`src/rtl/mem_port_arbiter.sv`:
```
// rtl/mem_port_arbiter.sv - shares the unified memory port between the IF and MEM pipeline stages
//
// One request is served at a time. An IDLE cycle always separates two memory transactions.
// When both stages request in the same cycle, data wins unless data was granted last time,
// so neither stage can starve.
//
// Optional feature macro: FETCH_BUF_EN adds a one-entry fetch buffer that can answer a
// repeated fetch without a memory access.
//
// Ports:
//   clk, reset               rising-edge clock, asynchronous active-high reset
//   i_req/i_addr             fetch request in
//   i_ack/i_rdata            fetch completion pulse and instruction out
//   d_req/d_we/d_addr/d_wdata  data request in
//   d_ack/d_rdata            data completion pulse and load data out
//   stall_if, stall_mem      combinational stall lines to the hazard logic
//   mem_req/mem_we/mem_addr/mem_wdata  memory request out, held until mem_ack
//   mem_rdata/mem_ack        memory response in
module mem_port_arbiter #(
  parameter int WORD_SIZE = 16
) (
  input  logic                 clk,
  input  logic                 reset,
  input  logic                 i_req,
  input  logic [WORD_SIZE-1:0] i_addr,
  output logic                 i_ack,
  output logic [WORD_SIZE-1:0] i_rdata,
  input  logic                 d_req,
  input  logic                 d_we,
  input  logic [WORD_SIZE-1:0] d_addr,
  input  logic [WORD_SIZE-1:0] d_wdata,
  output logic                 d_ack,
  output logic [WORD_SIZE-1:0] d_rdata,
  output logic                 stall_if,
  output logic                 stall_mem,
  output logic                 mem_req,
  output logic                 mem_we,
  output logic [WORD_SIZE-1:0] mem_addr,
  output logic [WORD_SIZE-1:0] mem_wdata,
  input  logic [WORD_SIZE-1:0] mem_rdata,
  input  logic                 mem_ack
);

  typedef enum logic [1:0] {IDLE, I_BUSY, D_BUSY} state_t;

  state_t               state, state_nx;
  logic                 last_data;   // 1 when the most recent grant went to the data side
  logic                 grant_d, grant_i;
  logic                 buf_hit;
  logic [WORD_SIZE-1:0] hit_data;

  assign stall_if  = i_req & ~i_ack;
  assign stall_mem = d_req & ~d_ack;

  // Data wins a tie unless it won the previous grant.
  assign grant_d = d_req & (~i_req | ~last_data);
  assign grant_i = i_req & ~grant_d;

`ifdef FETCH_BUF_EN
  logic                 buf_valid;
  logic [WORD_SIZE-1:0] buf_addr;
  logic [WORD_SIZE-1:0] buf_data;

  assign buf_hit  = grant_i & buf_valid & (i_addr == buf_addr);
  assign hit_data = buf_data;

  always_ff @(posedge clk or posedge reset) begin
    if (reset) begin
      buf_valid <= 1'b0;
      buf_addr  <= '0;
      buf_data  <= '0;
    end else if (state == IDLE && grant_d && d_we) begin
      // Any store may alias the buffered instruction, so drop it.
      buf_valid <= 1'b0;
    end else if (state == I_BUSY && mem_ack) begin
      // Filled even on a flushed fetch: the data is still correct for that address.
      buf_valid <= 1'b1;
      buf_addr  <= mem_addr;
      buf_data  <= mem_rdata;
    end
  end
`else
  assign buf_hit  = 1'b0;
  assign hit_data = '0;
`endif

  always_ff @(posedge clk or posedge reset) begin
    if (reset) state <= IDLE;
    else       state <= state_nx;
  end

  always_comb begin
    state_nx = state;
    case (state)
      IDLE: begin
        if (grant_d)                 state_nx = D_BUSY;
        else if (grant_i && !buf_hit) state_nx = I_BUSY;
      end
      I_BUSY:  if (mem_ack) state_nx = IDLE;
      D_BUSY:  if (mem_ack) state_nx = IDLE;
      default: state_nx = IDLE;
    endcase
  end

  always_ff @(posedge clk or posedge reset) begin
    if (reset) begin
      last_data <= 1'b0;
      mem_req   <= 1'b0;
      mem_we    <= 1'b0;
      mem_addr  <= '0;
      mem_wdata <= '0;
      i_ack     <= 1'b0;
      i_rdata   <= '0;
      d_ack     <= 1'b0;
      d_rdata   <= '0;
    end else begin
      i_ack <= 1'b0;
      d_ack <= 1'b0;
      case (state)
        IDLE: begin
          if (grant_d) begin
            last_data <= 1'b1;
            mem_req   <= 1'b1;
            mem_we    <= d_we;
            mem_addr  <= d_addr;
            mem_wdata <= d_wdata;
          end else if (grant_i) begin
            last_data <= 1'b0;
            if (buf_hit) begin
              i_ack   <= 1'b1;
              i_rdata <= hit_data;
            end else begin
              mem_req  <= 1'b1;
              mem_we   <= 1'b0;
              mem_addr <= i_addr;
            end
          end
        end
        I_BUSY: begin
          if (mem_ack) begin
            mem_req <= 1'b0;
            // A dropped request means the fetch was flushed: complete silently.
            if (i_req) begin
              i_ack   <= 1'b1;
              i_rdata <= mem_rdata;
            end
          end
        end
        D_BUSY: begin
          if (mem_ack) begin
            mem_req <= 1'b0;
            if (d_req) begin
              d_ack <= 1'b1;
              if (!mem_we) d_rdata <= mem_rdata;
            end
          end
        end
        default: mem_req <= 1'b0;
      endcase
    end
  end

endmodule
```
`config.mk`:
```
export PLATFORM = sky130hd
export DESIGN_NAME = mem_port_arbiter
export DESIGN_NICKNAME = d
export VERILOG_FILES = /design/src/rtl/mem_port_arbiter.sv
export SDC_FILE = /design/constraint.sdc
export NUM_CORES = 1
export LEC_CHECK = 0
export BUFFER_PORTS_ARGS = -buffer_cell sky130_fd_sc_hd__buf_2
export CORE_UTILIZATION = 49
export DETAILED_ROUTE_END_ITERATION = 8
export HOLD_SLACK_MARGIN = 0.02
export PLACE_DENSITY = 0.94
export SLEW_MARGIN = 20
export SYNTH_ARGS = -nofsm -noshare
export SYNTH_HDL_FRONTEND = slang
export SYNTH_SLANG_ARGS = --single-unit
```
`constraint.sdc`:
```
create_clock -name clk -period 3.5 [get_ports clk]
set_input_delay 0.7 -clock clk [delete_from_list [all_inputs] [get_ports clk]]
set_output_delay 0.7 -clock clk [all_outputs]
set_load 0.1 [all_outputs]
```
==> impl_metrics.tcl <==
set metrics [dict create \
    via_count 2229 \
    timing.hold.worst.class "in2async" \
    timing_worst_setup_path_type "in2out" \
    gpl.final_weighted_congestion 0.7641 \
    critical_path.cell_chain "buf_2 > nor2b_1 > buf_2" \
    yosysWarningCount 0 \
    drv_slew 0 \
    cts-root-buf "clkbuf_8" \
    timing.final.crit_share_pct 61.98 \
    std_cell_rows 27 \
    hold_viol 0 \
    wirelength_um 6552 \
    critPathBufInv 2 \
    avgRoutedWirePerCell_um 14.92 \
    cts.htree.levels 3 \
    worstSkewPairLatency_ns 0.33 \
    die_width_um 79.28 \
    cp_top_family "buffers and inverters" \
    drt_antenna_net_count 0 \
    fp.dieArea_um2 6285 \
    pin_count 140 \
    detailed_placement_hpwl_um 4787 \
    placed_cells_incl_taps 424 \
    grt.total_usage_pct 21.88 \
    post-route-min-period_ns 2.169 \
    syn-instance-count 223 \
    cts_max_path_buffers 2 \
    run_status "finished, final reports clean" \
    worst_setup_path_start_kind "input port" \
    syn-mean-instance-area_um2 13.12 \
    post-cts-setup-buffer-count 0 \
    initial_core_util_pct 51.87 \
    layout.core_utilization_pct 67.60 \
    final-setup-viol-count 0 \
    grt_antenna_before_repair 0 \
    net_count_after_synthesis 297 \
    commonest_cells_after_routing_fill_and_taps_aside "buf_2 (139), dfrtp_1 (71), mux2_2 (39), a21oi_1 (34)" \
    vias_per_cell 5.077 \
    post_cts_resize_count 0 \
    mappedNetlistArea_um2 2927 \
    data_required_time_of_the_critical_path_ns 2.80 \
    dieHeight_um 79.28 \
    final-instance-count-excl-fill 439 \
    worst_setup_path_end_kind "output port" \
    globalRouteOverflowTotal 0 \
    critical_path.max_fanout 8 \
    finalHoldWorstSlack_ns 0.3705 \
    seq_area_frac_synth_pct 60.71 \
    clkTransAtPathRegs_ns 0.08 \
    grt_first_pass_wirelength_um 10180 \
    tns_ns 0 \
    layout-drive-gt1-share_pct 56.95 \
    layout_commonest_cell "buf_2" \
    numCtsBuffers 9 \
    drt_pre_antenna_iters 4 \
    max_freq_mhz 461.0 \
    io_buffers 139 \
    number_of_antenna_diodes 0 \
    crit_path_max_incr_delay_ns 0.43 \
    placeableCoreArea_um2 5642 \
    cp.arrival_ns 1.47 \
    nets 437 \
    most_frequent_cell_on_the_critical_path "buf_2" \
    flops_latches_synth 71 \
    final.setup_skew_ns 0.009529 \
    detail_route.drc_violations 0 \
    layout-area-overhead-vs-synth_pct 30.31 \
    slew-limit-headroom_pct 44.91 \
    initialDrtViolationCount 82 \
    netlist-cell-type-count 25 \
    vias_in_the_first_global_route 2255 \
    tightestPinTransition_ns 0.8263 \
    tritoncts "done" \
    max_cap_viol_count 0 \
    grt_max_degree 50 \
    cts_hold_buf 0 \
    tritoncts_num_sinks 71 \
    unrepaired_setup_endpoints_after_global_routing "false" \
    worst_path_max_delay_cell "buf_2" \
]
## per-layer routing
metal | routed length (um) | global-route usage [%] | vias up
met3 | 393 | 6.552 | 15
met2 | 3282 | 37.50 | 104
met4 | 139 | 9.273 | 0
met5 | 0 | 0 | -
met1 | 2736 | 25.36 | 1066
li1 | - | - | 1044
## worst reg2reg max path: cells and delay by family, from the launching register on
family	cells	cell delay [ns]
adders and majority gates	1	0.21
buffers and inverters	1	0.09
and+or+nand+nor	2	0.79
DFF	1	0.35
muxes	1	0.43
## stage by stage
step	setup WS, ns	area [um2]
4_1_cts	1.329	3814
5_1_grt	1.302	3814
6_report	1.331	3814
3_3_place_gp	1.342	3651
2_1_floorplan	0.5448	2927
3_5_place_dp	1.317	3651
## cell type report
cell class                      instances  area [um2]
Inverter                                5       18.77
Timing Repair Buffer                  140       703.2
Tap cell                               72       90.09
Sequential cell                        71        1777
Fill cell                             448        1828
Clock buffer                            9       123.9
Clock inverter                          6       38.79
Multi-Input combinational cell        136        1062
## cell usage after synthesis
cell / number / share of area, %
nand2_1: 17 / 2.2
buf_2: 7 / 1.2
nand3_2: 1 / 0.34
nand2_4: 1 / 0.38
inv_1: 5 / 0.64
nand2b_1: 1 / 0.21
clkbuf_1: 1 / 0.13
ha_1: 4 / 1.7
a21oi_1: 34 / 5.8
a21bo_2: 1 / 0.34
o21a_1: 1 / 0.26
mux2_2: 39 / 15
nor2b_1: 3 / 0.64
mux2_4: 9 / 4.6
o22ai_1: 1 / 0.21
dfrtp_1: 71 / 61
a31oi_1: 1 / 0.21
buf_6: 2 / 0.77
buf_4: 1 / 0.26
a32o_1: 1 / 0.34
mux2i_1: 2 / 0.68
nor2_1: 17 / 2.2
a21boi_4: 1 / 0.64
o21ai_2: 1 / 0.30
and3_1: 1 / 0.21
## sequential cells by signal, indices dropped and copies added, names as in the netlist, 2 cells and up
register,count
i_rdata,16
d_rdata,16
mem_addr,16
mem_wdata,16
state,2
## worst paths after layout
check	start	to	slack, ns	cells after the start
max	i_req	stall_if	1.33	3
min	reset	d_rdata[6]$_DFFE_PP0P_	0.37	2
max reg2reg	state[0]$_DFFE_PP0P_	d_rdata[3]$_DFFE_PP0P_	1.52	5
min reg2reg	d_rdata[4]$_DFFE_PP0P_	d_rdata[4]$_DFFE_PP0P_	0.50	1
max in group asynchronous	reset	i_rdata[3]$_DFFE_PP0P_	2.13	3
min in group clk	d_rdata[4]$_DFFE_PP0P_	d_rdata[4]$_DFFE_PP0P_	0.50	1
## kinds of logic after synthesis
kind of cell / synth area share, %
mux: 20.31
fa+ha+maj: 1.710
simple gates: 6.157
compound gates: 8.124
buf+inv: 2.993
flops: 60.71
Power is left out: the tool's default activity adds up to more than one toggle a clock period on the data nets, which glitch-free logic cannot reach.
